[config.mk]
export PLATFORM = sky130hd
export DESIGN_NAME = fpu_issue_ctrl
export DESIGN_NICKNAME = d
export VERILOG_FILES = /design/src/rtl/fpu_issue_ctrl_pkg.sv /design/src/rtl/fpu_tag_fifo.sv /design/src/rtl/fpu_issue_ctrl.sv
export SDC_FILE = /design/constraint.sdc
export NUM_CORES = 1
export LEC_CHECK = 0
export BUFFER_PORTS_ARGS = -buffer_cell sky130_fd_sc_hd__buf_2
export CORE_AREA = 2 2 84 86
export DETAILED_ROUTE_END_ITERATION = 10
export DIE_AREA = 0 0 86 88
export HOLD_SLACK_MARGIN = 0.12
export PLACE_DENSITY = 0.8
export SLEW_MARGIN = 10
export SYNTH_ARGS = -nofsm -noshare
export SYNTH_HDL_FRONTEND = slang
export SYNTH_SLANG_ARGS = --single-unit
[constraint.sdc]
create_clock -name clk -period 6.4 [get_ports clk]
set_clock_uncertainty 0.2 [all_clocks]
set_input_delay 0.32 -clock clk [delete_from_list [all_inputs] [get_ports clk]]
set_output_delay 0.32 -clock clk [all_outputs]
set_load 0.02 [all_outputs]
[src/rtl/fpu_issue_ctrl_pkg.sv]
// Shared FPU issue definitions: unit indices, tag type, opcodes, flag bits
// and the op-to-unit decoder.
package fpu_issue_ctrl_pkg;

   localparam int NUM_UNITS = 4;
   localparam int TAG_W     = $clog2(NUM_UNITS + 1);

   typedef logic [TAG_W-1:0] tag_t;

   localparam tag_t UNIT_ADD  = tag_t'(0);
   localparam tag_t UNIT_MUL  = tag_t'(1);
   localparam tag_t UNIT_DIV  = tag_t'(2);
   localparam tag_t UNIT_SEL  = tag_t'(3);
   localparam tag_t UNIT_NONE = tag_t'(NUM_UNITS);

   localparam logic [4:0] FPU_OP_ADD  = 5'd0;
   localparam logic [4:0] FPU_OP_SUB  = 5'd1;
   localparam logic [4:0] FPU_OP_MUL  = 5'd2;
   localparam logic [4:0] FPU_OP_DIV  = 5'd3;
   localparam logic [4:0] FPU_OP_SQRT = 5'd4;
   localparam logic [4:0] FPU_OP_MIN  = 5'd5;
   localparam logic [4:0] FPU_OP_MAX  = 5'd6;

   localparam int FLAG_NV = 4;
   localparam int FLAG_DZ = 3;
   localparam int FLAG_OF = 2;
   localparam int FLAG_UF = 1;
   localparam int FLAG_NX = 0;

   localparam logic [4:0] FLAGS_ILLEGAL = 5'b00001 << FLAG_NV;

   function automatic tag_t fpu_unit_of(input logic [4:0] op);
      tag_t u;
      case (op)
         FPU_OP_ADD, FPU_OP_SUB:  u = UNIT_ADD;
         FPU_OP_MUL:              u = UNIT_MUL;
         FPU_OP_DIV, FPU_OP_SQRT: u = UNIT_DIV;
         FPU_OP_MIN, FPU_OP_MAX:  u = UNIT_SEL;
         default:                 u = UNIT_NONE;
      endcase
      return u;
   endfunction

endpackage

[src/rtl/fpu_tag_fifo.sv]
// In-order tag FIFO holding the owning unit of every in-flight FPU op.
// Flush and reset both empty it; the storage itself is never cleared.
module fpu_tag_fifo
   import fpu_issue_ctrl_pkg::*;
#(
   parameter int DEPTH = 4
) (
   input  logic clk,
   input  logic reset,
   input  logic flush,
   input  logic push,
   input  tag_t push_tag,
   input  logic pop,
   output tag_t head,
   output logic full,
   output logic empty
);

   localparam int PW = $clog2(DEPTH);

   tag_t           mem [DEPTH];
   logic [PW-1:0]  wr_ptr;
   logic [PW-1:0]  rd_ptr;
   logic [PW:0]    count;

   always_ff @(posedge clk) begin
      if (reset || flush) begin
         wr_ptr <= '0;
         rd_ptr <= '0;
         count  <= '0;
      end else begin
         if (push) wr_ptr <= wr_ptr + 1'b1;
         if (pop)  rd_ptr <= rd_ptr + 1'b1;
         count <= count + (PW+1)'(push) - (PW+1)'(pop);
      end
   end

   always_ff @(posedge clk) begin
      if (push) mem[wr_ptr] <= push_tag;
   end

   assign head  = mem[rd_ptr];
   assign full  = (count == (PW+1)'(DEPTH));
   assign empty = (count == '0);

endmodule

[src/rtl/fpu_issue_ctrl.sv]
// In-order issue/retire controller for the FPU units. Optional perf
// counters are enabled with FPU_ISSUE_PERF_CNT_EN.
module fpu_issue_ctrl
   import fpu_issue_ctrl_pkg::*;
#(
   parameter int DEPTH   = 4,
   parameter int N_UNITS = NUM_UNITS
) (
   input  logic                 clk,
   input  logic                 reset,
   input  logic                 flush,
   input  logic                 valid_in,
   output logic                 ready_out,
   input  logic [4:0]           op,
   output logic [N_UNITS-1:0]   unit_valid_out,
   input  logic [N_UNITS-1:0]   unit_ready_in,
   input  logic [N_UNITS-1:0]   unit_valid_in,
   output logic [N_UNITS-1:0]   unit_ready_out,
   input  logic [32*N_UNITS-1:0] unit_result,
   input  logic [5*N_UNITS-1:0] unit_flags,
   output logic                 valid_out,
   input  logic                 ready_in,
   output logic [31:0]          float_out,
   output logic [4:0]           fflags,
   output logic [4:0]           fflags_acc,
   input  logic                 fflags_clr
`ifdef FPU_ISSUE_PERF_CNT_EN
   ,
   output logic [31:0]          perf_issued,
   output logic [31:0]          perf_retired,
   output logic [31:0]          perf_stall
`endif
);

   tag_t        unit;
   tag_t        head;
   logic        full;
   logic        empty;
   logic        unit_rdy;
   logic        head_vld;
   logic [31:0] head_res;
   logic [4:0]  head_fl;
   logic        issue_ok;
   logic        ret_ok;
   logic        push;
   logic        pop;

   // Null tags never wait on a unit and retire as an invalid-op result.
   always_comb begin
      unit     = fpu_unit_of(op);
      unit_rdy = (unit == UNIT_NONE);
      head_vld = (head == UNIT_NONE);
      head_res = '0;
      head_fl  = FLAGS_ILLEGAL;
      for (int i = 0; i < N_UNITS; i++) begin
         if (unit == tag_t'(i)) unit_rdy = unit_ready_in[i];
         if (head == tag_t'(i)) begin
            head_vld = unit_valid_in[i];
            head_res = unit_result[32*i +: 32];
            head_fl  = unit_flags[5*i +: 5];
         end
      end
   end

   always_comb begin
      issue_ok       = !reset && !full && !flush;
      ret_ok         = !reset && !empty && !flush;
      ready_out      = issue_ok && unit_rdy;
      valid_out      = ret_ok && head_vld;
      float_out      = valid_out ? head_res : '0;
      fflags         = valid_out ? head_fl : '0;
      unit_valid_out = '0;
      unit_ready_out = '0;
      for (int i = 0; i < N_UNITS; i++) begin
         unit_valid_out[i] = valid_in && issue_ok && (unit == tag_t'(i));
         unit_ready_out[i] = ready_in && ret_ok && (head == tag_t'(i));
      end
      push = valid_in && ready_out;
      pop  = valid_out && ready_in;
   end

   fpu_tag_fifo #(
      .DEPTH (DEPTH)
   ) u_fifo (
      .clk      (clk),
      .reset    (reset),
      .flush    (flush),
      .push     (push),
      .push_tag (unit),
      .pop      (pop),
      .head     (head),
      .full     (full),
      .empty    (empty)
   );

   always_ff @(posedge clk) begin
      if (reset)
         fflags_acc <= '0;
      else if (pop)
         fflags_acc <= fflags_clr ? fflags : (fflags_acc | fflags);
      else if (fflags_clr)
         fflags_acc <= '0;
   end

`ifdef FPU_ISSUE_PERF_CNT_EN
   always_ff @(posedge clk) begin
      if (reset) begin
         perf_issued  <= '0;
         perf_retired <= '0;
         perf_stall   <= '0;
      end else begin
         if (push) perf_issued <= perf_issued + 32'd1;
         if (pop)  perf_retired <= perf_retired + 32'd1;
         if (valid_in && !ready_out) perf_stall <= perf_stall + 32'd1;
      end
   end
`endif

endmodule
Yosys cells after proc, flatten, opt, wreduce, memory -nomap -nowiden
Memory sizes are Yosys's and may differ from the RTL's. A register that Yosys moved wholly into a read port is not among the register bits.
Index checks and enable logic that the tools add are counted.
{ "totals": {"ff_bits": 12, "latch_bits": 0, "ramBits": 12, "mem_bits_ro": 0, "input_bits": 167, "output_inout_bits": 52, "n_memories": 1} }
{ "memory_table": {"columns": ["memory", "words", "width", "read_ports", "rd_clocked_by_memory_dff", "wr", "line", "text"], "rows": [
  ["u_fifo.mem", 4, 3, 1, 1, 1, "fpu_tag_fifo.sv:21", "tag_t mem [DEPTH];"]
]} }
{ "op_classes": {"n_addsub": 4, "multipliers": 0, "div_mod_pow": 0, "order_cmp": 0, "n_eq_ne": 15, "shift": 0, "n_mux": 26, "n_bitwise": 1, "reduce_logical": 31} }
{ "op_table": {"columns": ["operator", "count"], "rows": [
  ["two-way mux 32 bit", 5],
  ["two-way mux 5 bit", 8],
  ["logical AND 1 bit", 18],
  ["equality test 5 x 3 -> 1 bit, second input constant", 3],
  ["equality test 3 x 2 -> 1 bit, second input constant", 4],
  ["case mux 3 bit (4 select lines)", 1],
  ["equality test 5 x 2 -> 1 bit, second input constant", 2],
  ["two-way mux 1 bit", 10],
  ["equality test 3 bit, second input constant", 3],
  ["logical NOT 3 bit", 3],
  ["equality test 3 x 1 -> 1 bit, second input constant", 2],
  ["OR reduction 2 bit", 3],
  ["equality test 5 x 1 -> 1 bit, second input constant", 1],
  ["logical NOT 5 bit", 1],
  ["OR 5 bit", 1],
  ["adder 2 x 1 -> 2 bit, second input constant", 2],
  ["logical NOT 1 bit", 4],
  ["two-way mux 2 bit", 2],
  ["adder 3 x 1 -> 3 bit", 1],
  ["subtractor 3 x 1 -> 3 bit", 1],
  ["nonzero test 2 bit", 1],
  ["logical OR 1 bit", 1]
]} }

Logic depth before layout (Yosys ltp)
{ "depth": {"depth_word": 12, "ltp_mapped": 15, "mapped_depth_nobuf": 12} }

Hierarchy
A second synthesis with hierarchy kept.
{ "hier_totals": {"cells_unflattened": 220, "area_unflattened_um2": 2633.8} }
{ "modules_own_cells": {"columns": ["mod", "instances", "cells_each", "area_each_um2"], "rows": [
  ["fpu_issue_ctrl", 1, 159, 1741.7],
  ["fpu_tag_fifo", 1, 61, 892.1]
]} }

Worst setup path before layout
No wires, ideal clock.
{ "synth_timing": {"kind": "register -> register", "from": "register with a tool-made name", "to": "register u_fifo.count[2]", "setup_time_ps": 124, "arrival_time_ps": 2870, "path_slack_ps": 3206, "stages_incl_launch_ff": 15, "n_path_buf": 2, "synth_period_minus_slack_ps": 3194, "cell_sequence": "dfxtp_1 buf_6 mux4_2 buf_6 or3_1 nand4b_1 nand2_1 ha_1 inv_1 ha_1 inv_1 fa_1 xor2_1 xnor2_1 nor2_1"} }
{ "synth_rtl": {"columns": ["item", "line", "text"], "rows": [
  ["end signal: assignment", "fpu_tag_fifo.sv:34", "count <= count + (PW+1)'(push) - (PW+1)'(pop);"],
  ["end: declaration", "fpu_tag_fifo.sv:24", "logic [PW:0] count;"]
]} }

==> results.ini <==
[run_status]
status=complete, no violations

[setup_path]
setup.worst_path.class=reg -> out
crit_required_ns=5.88
slowest_stage=mux4_2
crit_path_end_kind=output pin
crit_buf_inv=1
critPathMaxFanout=38
arrival_ns=3.87
path_cells=mux4_2 > nor2b_1 > nand2_1 > o22ai_1 > a211oi_2 > buf_2
cp-start-kind=flip-flop
cp_slowest_stage_delay_ns=0.92
crit_family=simple AND/OR/NAND/NOR gates

[pwr]
power.leakage_nw=1.85
p_total_mw=0.377
power_density_nw_per_um2=102
irDropWorstVdd_v=0.000142

[sta]
period_needed_ns=4.39
hold_violations=0
setup_ws_ns=2.01
worst_slew_pin_slew_ns=0.974
holdWs_ns=0.206
slew_viol_final=0
fmax_ghz=0.228
setup_viol=0
fin_crit_sh_pct=68.5
setup_tns_ns=0
rsz0062_at_grt=no
worst_slew_margin_rel_pct=34.9

[logic_synthesis]
async_reset_ff_share_pct=0
yosysWarnings=0
synth_edf_count=12
synth.avg_cell_area_sq_um=8.83
synth.distinct_cells=47
syn_nets=468
seq_area_frac_synth_pct=24.7
synth-seq-cells=26
ys.flop_type=dfxtp_1
syn_area_sq_um=2600
postSynthCellCount=294

[placed_design]
place_congestion=0.960
hpwl_microns=7830
place_ws_ns=2.16
portBuffers=218
dp.cells=568
place_area_sq_um=3660

[clock_network]
ctsResizeCount=0
cts_hold_buf=0
h-tree-depth=1
worstSkewPairLatency_ns=0.27
postCtsSetupBuffers=0
cts_tree=done
cts.reportedPaths.clkPinSlew_ns=0.08
cts-root-buf=clkbuf_8
numCtsBuffers=3
cts_sinks=26
clock_path_buffers=2

[global_routing]
grt.busiest_layer=met2
grt_start_max_net_pins=39
met2_usage_pct=42.4
antenna_found_initial=0
grt_util_met1_pct=29.1
grt_usage_pct=23.5
overflow=0
grt_util_met3_pct=2.92
grt_pass1_wl_microns=14300
grt_pass1_vias=2971

[worst_hold_path]
hp-start=flush
hold_path.class=in -> reg

[die]
core_sq_um=6640
fp-row-count=30
die_h_microns=88
dieArea_sq_um=7570
boundaryPins=219
start_util_pct=39.1
dieWidth_microns=86

[layout]
area_delta_synth_final_pct=42.6
nets=667
layout-drive-gt1-share_pct=50.4
layout_common_cells=218 x buf_2, 37 x mux2i_1, 30 x nand2_1, 29 x nor2_1, 20 x o22ai_1
design_area_sq_um=3700
stdcell_count=572
num_antenna_cells=0
final_common_cell=buf_2
fin_util_pct=55.7

[route]
wl_per_cell_microns=16.9
drt_iter0_drc=125
num_vias=3201
vias_per_cell=5.60
ant_nets=0
routed_wl_microns=9670
drc_errors=0
first_pass_iters=4

[flow_run]
drv_cap=0

worst min-delay path, stage by stage:
cell and delay, ns:
buf_2 0.09, nor2_1 0.07, nand2_1 0.06, o21ai_0 0.07
flip-flops by register name (all words and copies together), names as in the netlist, named ones only:
register,flops
u_fifo.mem,12
fflags_acc,5
u_fifo.count,3
u_fifo.rd_ptr,2
u_fifo.wr_ptr,2
synthesized netlist by cell type, drive strengths merged (5+ instances only):
library cell | count | share of area, %
o21ai | 6 | 1.2
buf | 13 | 3.6
mux2i | 37 | 14
dfxtp | 14 | 11
o221ai | 18 | 6.1
nor2 | 29 | 4.2
nor2b | 6 | 1.4
nor3 | 5 | 0.96
and2 | 6 | 1.4
o22ai | 20 | 4.8
a22o | 5 | 1.7
edfxtp | 12 | 14
nand2 | 30 | 4.3
clkbuf | 12 | 1.7
a211oi | 11 | 5.1
a221oi | 6 | 3.2
ha | 6 | 2.9
inv | 7 | 1.0
nor3b | 5 | 1.4
worst paths after layout:
| path | slack (ns) | cells after the start | end |
|---|---|---|---|
| max | 2.01 | 6 | float_out[7] |
| min | 0.21 | 4 | u_fifo.wr_ptr[0]$_SDFFE_PP0P_ |
| max reg2reg | 2.12 | 12 | u_fifo.count[2]$_SDFF_PP0_ |
| min reg2reg | 0.27 | 1 | fflags_acc[1]$_SDFFE_PP0P_ |
power by group:
group / leakage, nW / total (mW) / internal [mW] / switching [mW]
Combinational: 1.60 / 0.112 / 0.0599 / 0.0524
Sequential: 0.222 / 0.176 / 0.175 / 0.00111
Clock: 0.0231 / 0.0882 / 0.0429 / 0.0453
metal layers:
metal	part of all wire [%]	routed length (microns)	up-vias
li1	-	-	1524
met1	41	3990	1525
met2	51	4910	137
met3	6.0	581	15
met4	1.9	183	0
met5	0	0	-
cell families (layout without fill, tap and decap cells):
group / count (synthesis) / count (layout) / share of synthesized area [%]
flip-flops: 26 / 26 / 24.7
adder cells (fa/ha/maj): 7 / 7 / 3.66
buffers and inverters: 32 / 230 / 6.31
multiplexers: 44 / 44 / 19.0
XOR/XNOR: 4 / 4 / 1.35
AO/OA/AOI/OAI: 79 / 79 / 25.9
AND/OR/NAND/NOR: 102 / 102 / 19.1
final cells by class:
type | count | area [sq um]
timing repair buffer | 219 | 1100
clock buffer | 3 | 41.3
multi-input combinational | 236 | 1790
sequential | 26 | 641
tap | 80 | 100
fill | 630 | 2940
inverter | 7 | 26.3
clock inverter | 1 | 3.75
Note: power is estimated with default switching activity, not from simulation.
